===== src/rtl/calc_result_reader_if.sv =====
// Output stream of the result reader: one reassembled 64-bit result per beat,
// tagged with its SRAM address and an end-of-window flag.
interface calc_result_reader_if #(
   parameter int ADDR_W = 10,
   parameter int DATA_W = 32
);
   // A beat transfers on a cycle where out_valid and out_ready are both high.
   // Once out_valid is raised, it stays high and out_data/out_addr/out_last
   // stay fixed until that beat transfers; out_ready may change at any time.
   logic                  out_valid;
   logic                  out_ready;
   logic [2*DATA_W-1:0]   out_data;
   logic [ADDR_W-1:0]     out_addr;
   logic                  out_last;

   modport master (output out_valid, output out_data, output out_addr,
                   output out_last, input out_ready);
   modport slave  (input out_valid, input out_data, input out_addr,
                   input out_last, output out_ready);
endinterface


===== src/rtl/calc_result_reader.sv =====
// Walks an inclusive address window of the split result SRAMs, pairs the lower
// (A) and upper (B) halves and streams the 64-bit results through a small FIFO.
module calc_result_reader #(
   parameter int ADDR_W     = 10,
   parameter int DATA_W     = 32,
   parameter int FIFO_DEPTH = 4
) (
   input  logic                   clk,
   input  logic                   rst,
   input  logic                   start,
   input  logic [ADDR_W-1:0]      start_addr,
   input  logic [ADDR_W-1:0]      end_addr,
   output logic                   rd_en,
   output logic [ADDR_W-1:0]      rd_addr,
   input  logic [DATA_W-1:0]      rd_data_a,
   input  logic [DATA_W-1:0]      rd_data_b,
   calc_result_reader_if.master   out_if,
   output logic                   busy,
   output logic                   done,
   output logic                   error,
   output logic [1:0]             dbg_state
);
   localparam int PTR_W = (FIFO_DEPTH > 1) ? $clog2(FIFO_DEPTH) : 1;
   localparam int CNT_W = PTR_W + 1;
   localparam int OCC_W = CNT_W + 1;

   typedef enum logic [1:0] {S_IDLE, S_READ, S_DRAIN, S_DONE} state_e;

   state_e              state_q, state_d;
   logic [ADDR_W-1:0]   addr_q, addr_d;
   logic [ADDR_W-1:0]   end_q, end_d;
   logic [ADDR_W-1:0]   infl_addr_q, infl_addr_d;
   logic                inflight_q, inflight_d;
   logic                error_q, error_d;
   logic [PTR_W-1:0]    wr_ptr_q, wr_ptr_d;
   logic [PTR_W-1:0]    rd_ptr_q, rd_ptr_d;
   logic [CNT_W-1:0]    count_q, count_d;
   logic [2*DATA_W-1:0] data_mem_q [FIFO_DEPTH];
   logic [ADDR_W-1:0]   addr_mem_q [FIFO_DEPTH];
   logic                push, pop, credit_ok;
   logic [OCC_W-1:0]    occ;

   // FIFO bookkeeping; data returning from the SRAMs is pushed unconditionally
   // because credit was reserved when the read was issued.
   always_comb begin
      push                = inflight_q;
      out_if.out_valid    = (count_q != '0);
      pop                 = out_if.out_valid & out_if.out_ready;
      count_d             = count_q + CNT_W'(push) - CNT_W'(pop);
      wr_ptr_d            = push ? wr_ptr_q + PTR_W'(1) : wr_ptr_q;
      rd_ptr_d            = pop  ? rd_ptr_q + PTR_W'(1) : rd_ptr_q;
      occ                 = OCC_W'(count_q) + OCC_W'(inflight_q) - OCC_W'(pop);
      credit_ok           = (occ < OCC_W'(FIFO_DEPTH));
      out_if.out_data     = out_if.out_valid ? data_mem_q[rd_ptr_q] : '0;
      out_if.out_addr     = out_if.out_valid ? addr_mem_q[rd_ptr_q] : '0;
      out_if.out_last     = out_if.out_valid && (addr_mem_q[rd_ptr_q] == end_q);
   end

   always_comb begin
      state_d     = state_q;
      addr_d      = addr_q;
      end_d       = end_q;
      error_d     = error_q;
      rd_en       = 1'b0;
      done        = 1'b0;
      case (state_q)
         S_IDLE: begin
            if (start) begin
               if (start_addr <= end_addr) begin
                  addr_d  = start_addr;
                  end_d   = end_addr;
                  error_d = 1'b0;
                  state_d = S_READ;
               end else begin
                  error_d = 1'b1;
                  state_d = S_DONE;
               end
            end
         end
         S_READ: begin
            if (credit_ok) begin
               rd_en = 1'b1;
               // Stop on equality so a window ending at the top address never wraps.
               if (addr_q == end_q) state_d = S_DRAIN;
               else                 addr_d  = addr_q + ADDR_W'(1);
            end
         end
         S_DRAIN: begin
            if (count_d == '0) state_d = S_DONE;
         end
         S_DONE: begin
            done    = 1'b1;
            state_d = S_IDLE;
         end
         default: state_d = S_IDLE;
      endcase
      inflight_d  = rd_en;
      infl_addr_d = rd_en ? addr_q : infl_addr_q;
   end

   always_ff @(posedge clk or posedge rst) begin
      if (rst) begin
         state_q     <= S_IDLE;
         addr_q      <= '0;
         end_q       <= '0;
         infl_addr_q <= '0;
         inflight_q  <= 1'b0;
         error_q     <= 1'b0;
         wr_ptr_q    <= '0;
         rd_ptr_q    <= '0;
         count_q     <= '0;
      end else begin
         state_q     <= state_d;
         addr_q      <= addr_d;
         end_q       <= end_d;
         infl_addr_q <= infl_addr_d;
         inflight_q  <= inflight_d;
         error_q     <= error_d;
         wr_ptr_q    <= wr_ptr_d;
         rd_ptr_q    <= rd_ptr_d;
         count_q     <= count_d;
      end
   end

   always_ff @(posedge clk) begin
      if (push) begin
         data_mem_q[wr_ptr_q] <= {rd_data_b, rd_data_a};
         addr_mem_q[wr_ptr_q] <= infl_addr_q;
      end
   end

   assign rd_addr   = addr_q;
   assign busy      = (state_q == S_READ) || (state_q == S_DRAIN);
   assign error     = error_q;
   assign dbg_state = state_q;
endmodule


===== src/flat_wrapper.sv =====
// flat-port wrapper written by rule: the top's interface ports become plain ports
module calc_result_reader_flat 
#(
   parameter int ADDR_W     = 10,
   parameter int DATA_W     = 32,
   parameter int FIFO_DEPTH = 4
)
  (clk, rst, start, start_addr, end_addr, rd_en, rd_addr, rd_data_a, rd_data_b, busy, done, error, dbg_state, out_if_out_valid, out_if_out_data, out_if_out_addr, out_if_out_last, out_if_out_ready);
  calc_result_reader_if #(.ADDR_W(ADDR_W), .DATA_W(DATA_W)) out_if_i ();
  input  logic clk;
  input  logic rst;
  input  logic start;
  input  logic [ADDR_W-1:0] start_addr;
  input  logic [ADDR_W-1:0] end_addr;
  output logic rd_en;
  output logic [ADDR_W-1:0] rd_addr;
  input  logic [DATA_W-1:0] rd_data_a;
  input  logic [DATA_W-1:0] rd_data_b;
  output logic busy;
  output logic done;
  output logic error;
  output logic [1:0] dbg_state;
  output wire logic [$bits(out_if_i.out_valid)-1:0] out_if_out_valid;
  output wire logic [$bits(out_if_i.out_data)-1:0] out_if_out_data;
  output wire logic [$bits(out_if_i.out_addr)-1:0] out_if_out_addr;
  output wire logic [$bits(out_if_i.out_last)-1:0] out_if_out_last;
  input wire logic [$bits(out_if_i.out_ready)-1:0] out_if_out_ready;
  assign out_if_out_valid = out_if_i.out_valid;
  assign out_if_out_data = out_if_i.out_data;
  assign out_if_out_addr = out_if_i.out_addr;
  assign out_if_out_last = out_if_i.out_last;
  assign out_if_i.out_ready = out_if_out_ready;
  calc_result_reader #(.ADDR_W(ADDR_W), .DATA_W(DATA_W), .FIFO_DEPTH(FIFO_DEPTH)) u_core (.clk(clk), .rst(rst), .start(start), .start_addr(start_addr), .end_addr(end_addr), .rd_en(rd_en), .rd_addr(rd_addr), .rd_data_a(rd_data_a), .rd_data_b(rd_data_b), .out_if(out_if_i), .busy(busy), .done(done), .error(error), .dbg_state(dbg_state));
endmodule

===== config.mk =====
export PLATFORM = sky130hd
export DESIGN_NAME = calc_result_reader_flat
export DESIGN_NICKNAME = d
export VERILOG_FILES = /design/src/rtl/calc_result_reader_if.sv /design/src/rtl/calc_result_reader.sv /design/src/flat_wrapper.sv
export SDC_FILE = /design/constraint.sdc
export NUM_CORES = 1
export LEC_CHECK = 0
export ABC_CLOCK_PERIOD_IN_PS = 4000
export BUFFER_PORTS_ARGS = -buffer_cell sky130_fd_sc_hd__buf_4
export CAP_MARGIN = 20
export CORE_ASPECT_RATIO = 0.6
export CORE_MARGIN = 5
export CORE_UTILIZATION = 58
export CTS_CLUSTER_DIAMETER = 50
export DETAILED_ROUTE_END_ITERATION = 10
export GPL_TIMING_DRIVEN = 0
export PLACE_DENSITY = 0.82
export SYNTH_ARGS = -nofsm -noshare
export SYNTH_HDL_FRONTEND = slang
export SYNTH_SLANG_ARGS = --single-unit
export TNS_END_PERCENT = 100

===== constraint.sdc =====
create_clock -name clk -period 4 [get_ports clk]
set_input_delay 0.4 -clock clk [delete_from_list [all_inputs] [get_ports clk]]
set_output_delay 0.4 -clock clk [all_outputs]
set_load 0.05 [all_outputs]

==> reports/metrics.yaml, run 1 <==
outcome:
  status: "completed"
grt:
  grt_pass1_wl_mm: 45.2
  overflow: 0
  grt_max_degree: 59
  grt_pass1_vias: 7697
  antenna_found_initial: 2
  use_met1_pct: 33.8
  busiest_layer: "met1"
  grtUsageMet2_pct: 32.8
  grt_use_met3_pct: 5.88
  grt_use_total_pct: 21.9
sta:
  setup_ws_ns: 0.164
  fin_crit_sh_pct: 95.9
  hold_viol_final: 0
  fin_skew_ns: 0.0189
  max_slew_margin_pct: 50.1
  slew_viol_final: 0
  tns_ns: 0
  tightest_slew_ns: 0.742
  setup_violations: 0
  fin_crit_ns: 3.84
  hold_ws_ns: 0.0539
  rsz0062_at_grt: "false"
  fmax_ghz: 0.261
yosys:
  synth_top_area_share_pct: 64.7
  post-synth-top-area-cell: "edfxtp_1"
  synthArstFlopShare_pct: 12.2
  ys_seq_elements: 337
  post_synth_fa_ha_maj_area_fraction_pct: 2.33
  yosysSeqAreaShare_pct: 72.2
  synth_compound_area_share_pct: 1.93
  synth_top_family_by_area: "multiplexers"
  ys_top_cells_by_area: "edfxtp_1 65%, mux4_2 12%, dfrtp_1 7.5%"
  syn-instance-count: 744
  syn_area_um2: 13700
  synthSimpleGateAreaFrac_pct: 6.52
  synth_xor_area_share_pct: 1.53
  synth_flop_cell: "edfxtp_1"
  yosys.cell_types.count: 38
  yosysWarnings: 0
  synth_mux_area_share_pct: 13.6
  avgSynthCellArea_um2: 18.5
  synth-edff-count: 296
  synth_nets: 857
clocking:
  worstSkewPairLatency_ns: 0.55
  cts_tree: "yes"
  htree_levels: 1
  clock-sinks: 337
  clk_pin_slew_ns: 0.06
  clockBufferDepth: 3
  cts_buffers: 29
  cts-root-buf: "clkbuf_16"
layout:
  fin_util_pct: 71.1
  areaGrowthSynthToFinish_pct: 20.1
  layout-drive-gt1-share_pct: 34.6
  diodes: 0
  nets: 1080
  n_fill_cell: 1421
  design_area_um2: 16500
  fin_cells: 1296
power:
  p_int_mw: 8.11
  p_seq_share_pct: 34.0
  leakage_nw: 6.07
  p_switching_mw: 5.56
  sw_frac_of_total_pct: 40.7
  combinationalPowerShare_pct: 48.1
  finalPower_mw: 13.7
  ir_worst_vdd_mv: 0.685
  power.share.clock_pct: 17.9
  p_per_area_nw_per_um2: 829
die:
  io_pins: 180
  fp-row-count: 43
  core_area_um2: 23200
  die_area_um2: 27000
  start_util_pct: 59.2
  fp.dieH_um: 129
  die_w_um: 209
route:
  vias: 7451
  first_pass_iters: 5
  drc: 0
  drt_iter0_markers: 592
  post_drt_via_cell_ratio: 5.75
  drt-total-wl_mm: 29.0
  drtAntennaViolNets: 0
  wire_per_inst_um: 22.4
setup_path:
  crit_chain: "or3_4 -> and2_4 -> ha_1 -> inv_1 -> ha_1 -> inv_1 -> fa_2 -> xnor2_1 -> a21oi_2 -> nand4_1 -> clkinv_4 -> buf_6"
  worst-path-max-fanout: 6
  crit_path_top_delay_cell: "dfrtp_2"
  critPathLaunchType: "register"
  cp.required_ns: 3.60
  crit_buf_inv: 4
  cp-end-kind: "output pin"
  crit_arrival_ns: 3.44
  path_class: "reg -> out"
  critPathTopFamily: "adder cells"
  critPathMaxStageDelay_ns: 0.44
placement:
  dp_cells: 1243
  portBuffers: 179
  dpl.hpwl_mm: 20.0
  place_congestion: 0.895
  place_area_um2: 15600
  dp_slack_ns: -0.217
flow_run:
  maxCapViolCount: 0
min_path:
  hold_class: "in -> reg"
## power by group through the flow
| stage | registers (mW) | logic, mW | clock network (mW) |
|---|---|---|---|
| final | 4.64 | 6.58 | 2.45 |
| after global routing | 4.69 | 6.97 | 2.66 |
| after CTS | 4.64 | 6.54 | 2.51 |
| after detailed placement | 4.72 | 6.38 | 0 |
| after global placement | 4.74 | 6.27 | 0 |
| after floorplan | 4.75 | 4.42 | 0 |
## worst reg2reg max path: stages, from the launching register on
cell	delay (ns)
dfrtp_2	0.44
or3_4	0.41
and2_4	0.22
ha_1	0.29
inv_1	0.06
ha_1	0.19
inv_1	0.07
fa_2	0.36
xnor2_1	0.19
a21oi_2	0.15
nand4_1	0.20
buf_4	0.25
o22ai_4	0.11
and3_1	0.19
buf_6	0.16
mux2_4	0.31
## sequential cells by signal, summed over array words and instances, names as in the netlist
signal              flops
u_core.rd_addr         10
u_core.infl_addr_q     10
u_core.inflight_q       1
u_core.wr_ptr_q         2
u_core.dbg_state        2
u_core.error            1
u_core.data_mem_q     256
u_core.rd_ptr_q         2
u_core.count_q          3
u_core.addr_mem_q      40
u_core.end_q           10
## synthesized netlist by cell type, types with 2 or more instances
library cell / count
and3_1: 3
and2_1: 79
buf_6: 2
xnor2_1: 20
edfxtp_1: 296
a21o_1: 4
nand2_1: 43
mux2i_1: 3
xor2_1: 4
buf_2: 8
clkbuf_1: 22
mux4_2: 74
a41oi_1: 8
nor2_1: 6
inv_1: 27
mux2_4: 2
nand4_1: 8
dfrtp_1: 41
nor4_1: 2
nand3_1: 8
ha_1: 24
nor3_1: 5
o21ai_0: 9
a21oi_1: 12
nand2b_1: 6
mux2_2: 13
o22ai_1: 4
## logic make-up after synthesis
logic type,count (synthesis)
xor gates and xnor gates,24
buffers and inverters,61
DFF,337
adders and majority gates,25
and+or+nand+nor,164
muxes,92
AOI/OAI and AO/OA,41
## final cells by class
cell class                 instances  area [um^2]  area share, %
tap                              315          394           2.39
inverter                          28          110          0.668
clock inverter                     9         43.8          0.266
sequential                       337         9920           60.1
multi-input combinational        346         3600           21.8
clock buffer                      36          752           4.56
buffer                            33          149          0.903
timing repair buffer             192         1530           9.29
## worst paths after layout
| path | start | end | slack [ns] | cells past startpoint |
|---|---|---|---|---|
| setup / recovery | u_core.count_q[2] | rd_en | 0.16 | 12 |
| max in group asynchronous | rst | u_core.infl_addr_q[4] | 3.21 | 4 |
| hold reg to reg | u_core.error | u_core.error | 0.51 | 1 |
| setup reg to reg | u_core.count_q[2] | u_core.rd_addr[1] | 0.30 | 15 |
| min in group asynchronous | rst | u_core.inflight_q | 0.34 | 3 |
| hold / removal | rd_data_b[10] | u_core.data_mem_q[2][42] | 0.05 | 1 |
## placed cells by master, fill, tap and decap left out, drive strengths merged, types with 2 or more instances in the layout
master	n
clkbuf	58
edfxtp	296
mux2i	3
nor4	2
nand4	8
a21oi	12
clkinv	9
nor3	5
buf	202
and2	79
o22ai	5
nor2	7
ha	24
nand2b	6
xnor2	20
o21ai	9
a41oi	8
xor2	4
and3	3
nand2	43
a21o	4
mux2	15
inv	28
dfrtp	41
mux4	74
nand3	9
## per-layer routing
| layer | vias to the layer above | routed length (um) |
|---|---|---|
| li1 | 3324 | - |
| met1 | 3794 | 13000 |
| met2 | 290 | 13100 |
| met3 | 39 | 2480 |
| met4 | 4 | 419 |
| met5 | - | 39 |
## what timing repair did
action / CTS / global route
endpoints found under the hold margin: 8 / 0
gates cloned: 0 / 0
pin swaps: 1 / 1
setup endpoints to repair: 9 / 4
setup buffers: 4 / 3
hold buffers: 1 / 0
resized for setup: 7 / 3
No activity file was read; power rests on OpenSTA's default activity.
==> run 2: changes to the inputs <==
- REMOVE_ABC_BUFFERS: not set -> 1
==> reports/metrics.yaml, run 2 (synthesized netlist as in run 1, its figures left out) <==
sta:
  fmax_ghz: 0.259  # was 0.261 GHz
  fin_skew_ns: 0.0122  # was 0.0189 ns
  setup_violations: 0  # unchanged
  fin_crit_ns: 3.86  # was 3.84 ns
  max_slew_margin_pct: 30.7  # was 50.1%
  tightest_slew_ns: 1.04  # was 0.742 ns
  fin_crit_sh_pct: 96.6  # was 95.9%
  hold_viol_final: 0  # unchanged
  slew_viol_final: 0  # unchanged
grt:
  grt_pass1_vias: 7625  # was 7697
  grt_max_degree: 64  # was 59
  grt_pass1_wl_mm: 43.9  # was 45.2 mm
  grt_use_total_pct: 20.9  # was 21.9%
  antenna_found_initial: 0  # was 2
  overflow: 0  # unchanged
clocking:
  worstSkewPairLatency_ns: 0.53  # was 0.55 ns
  cts-root-buf: "clkbuf_16"  # unchanged
  clockBufferDepth: 3  # unchanged
  htree_levels: 1  # unchanged
  cts_buffers: 29  # unchanged
  clk_pin_slew_ns: 0.07  # was 0.06 ns
  clock-sinks: 337  # unchanged
  cts_tree: "yes"  # unchanged
placement:
  portBuffers: 179  # unchanged
  dp_cells: 1213  # was 1243
  place_congestion: 0.926  # was 0.895
  dpl.hpwl_mm: 17.9  # was 20.0 mm
setup_path:
  crit_path_top_delay_cell: "fa_2"  # was dfrtp_2
  worst-path-max-fanout: 3  # was 6
  crit_arrival_ns: 3.46  # was 3.44 ns
  cp-end-kind: "output pin"  # unchanged
  path_class: "reg -> out"  # unchanged
  critPathMaxStageDelay_ns: 0.43  # was 0.44 ns
  critPathLaunchType: "register"  # unchanged
  crit_path_frequent_cell: "inv_1"
  crit_chain: "or3_4 -> and2_4 -> ha_1 -> inv_1 -> ha_2 -> inv_1 -> fa_2 -> nand2b_1 -> a21oi_2 -> nand4_1 -> clkinv_4 -> buf_12"  # was or3_4 -> and2_4 -> ha_1 -> inv_1 -> ha_1 -> inv_1 -> fa_2 -> xnor2_1 -> a21oi_2 -> nand4_1 -> clkinv_4 -> buf_6
  cp.required_ns: 3.60  # about the same
layout:
  areaGrowthSynthToFinish_pct: 21.4  # was 20.1%
  multiInputGateArea_um2: 3620  # was 3600 um^2
  largest_register: "u_core.data_mem_q"  # unchanged
  layout-drive-gt1-share_pct: 37.2  # was 34.6%
  diodes: 0  # unchanged
  fin_cells: 1284  # was 1296
  nets: 1061  # was 1080
  layout_common_cells: "296 x edfxtp_1, 194 x buf_4, 74 x mux4_2, 74 x and2_1, 43 x nand2_1"  # was 296 x edfxtp_1, 185 x buf_4, 74 x mux4_2, 74 x and2_1, 43 x nand2_1
  top_regs: "u_core.data_mem_q (256), u_core.addr_mem_q (40)"  # unchanged
  n_fill_cell: 1410  # was 1421
  regArea_um2: 9920  # about the same
  final_common_cell: "edfxtp_1"  # unchanged
  largest_reg_flops: 256  # unchanged
route:
  vias: 7345  # was 7451
  post_drt_via_cell_ratio: 5.72  # was 5.75
  drtAntennaViolNets: 0  # unchanged
  first_pass_iters: 5  # unchanged
  wire_per_inst_um: 22.0  # was 22.4 um
  drc: 0  # unchanged
  drt_iter0_markers: 567  # was 592
  drt-total-wl_mm: 28.2  # was 29.0 mm
power:
  p_switching_mw: 5.65  # was 5.56 mW
  sw_frac_of_total_pct: 39.8  # was 40.7%
  ir_worst_vdd_mv: 0.472  # was 0.685 mV
  p_per_area_nw_per_um2: 852  # was 829 nW/um^2
  combinationalPowerShare_pct: 46.9  # was 48.1%
  p_seq_share_pct: 33.4  # was 34.0%
  leakage_nw: 6.16  # was 6.07 nW
  p_int_mw: 8.56  # was 8.11 mW
  power.share.clock_pct: 19.7  # was 17.9%
  finalPower_mw: 14.2  # was 13.7 mW
die:
  fp-row-count: 43  # unchanged
  start_util_pct: 59.2  # unchanged
  die_area_um2: 27000  # unchanged
  io_pins: 180  # unchanged
  fp.dieH_um: 129  # unchanged
  core_area_um2: 23200  # unchanged
  die_w_um: 209  # unchanged
flow_run:
  maxCapViolCount: 0  # unchanged
min_path:
  hold_class: "in -> reg"  # unchanged
outcome:
  status: "completed"  # unchanged
run 2: layout make-up:
cell class                 count  area share (%)
clock buffer                  30            4.37
clock inverter                22            1.32
sequential                   337            59.5
timing repair buffer         205            10.1
inverter                      28           0.660
tap                          315            2.36
multi-input combinational    347            21.7
run 2: power by group through the flow:
stage / sequential (mW) / clock (mW) / combinational [mW]
6_report: 4.75 / 2.80 / 6.67
5_1_grt: 4.81 / 3.01 / 7.04
4_1_cts: 4.82 / 2.84 / 6.42
3_5_place_dp: 4.89 / 0 / 6.12
3_3_place_gp: 5.13 / 0 / 5.93
2_1_floorplan: 5.02 / 0 / 4.16
run 2: final timing paths:
path	startpoint	endpoint	slack [ns]	cells after the start
worst max-delay path	u_core.count_q[1]	rd_en	0.14	12
worst min-delay path	rd_data_b[9]	u_core.data_mem_q[0][41]	0.06	1
worst max register to register	u_core.count_q[1]	u_core.rd_addr[1]	0.17	14
worst min register to register	u_core.error	u_core.error	0.51	1
max in group asynchronous	rst	u_core.rd_addr[1]	3.26	4
min in group asynchronous	rst	u_core.wr_ptr_q[0]	0.31	3
run 2: worst max-delay path: cells and delay by family, from the launching register on:
family                     cells  cell delay [ns]
AOI/OAI and AO/OA              1             0.16
adders and majority gates      3             0.89
buffers and inverters          4             0.47
DFF                            1             0.41
and+or+nand+nor                4             0.99
run 2: stage by stage:
| stage | util (%) | hold WS, ns | worst slack [ns] | cell area (um^2) | TNS, ns |
|---|---|---|---|---|---|
| 6_report | 71.9 | 0.0613 | 0.135 | 16700 | 0 |
| 2_1_floorplan | - | 0.476 | -1.41 | 13600 | -36.02 |
| 3_3_place_gp | 66.1 | 0.495 | -2.10 | 15300 | -147.00 |
| 4_1_cts | 71.5 | 0.0372 | 0.00367 | 16600 | 0 |
| 5_1_grt | 71.9 | 0.0386 | -0.0289 | 16700 | -0.0289 |
| 3_5_place_dp | 66.9 | 0.303 | -1.13 | 15500 | -14.14 |
run 2: what timing repair did:
action	4_1_cts	5_1_grt
gates cloned	1	0
hold endpoints to repair	41	0
pin swaps	2	4
buffers inserted	10	7
endpoints found under the setup margin	22	12
resized for setup	9	7
hold buffers	1	0
run 2: per-layer routing:
layer / share of wire, % / GRT usage (%)
met2: 47 / 33.2
met4: 1.6 / 3.37
met5: 0 / 0
met3: 8.3 / 5.64
met1: 43 / 30.6
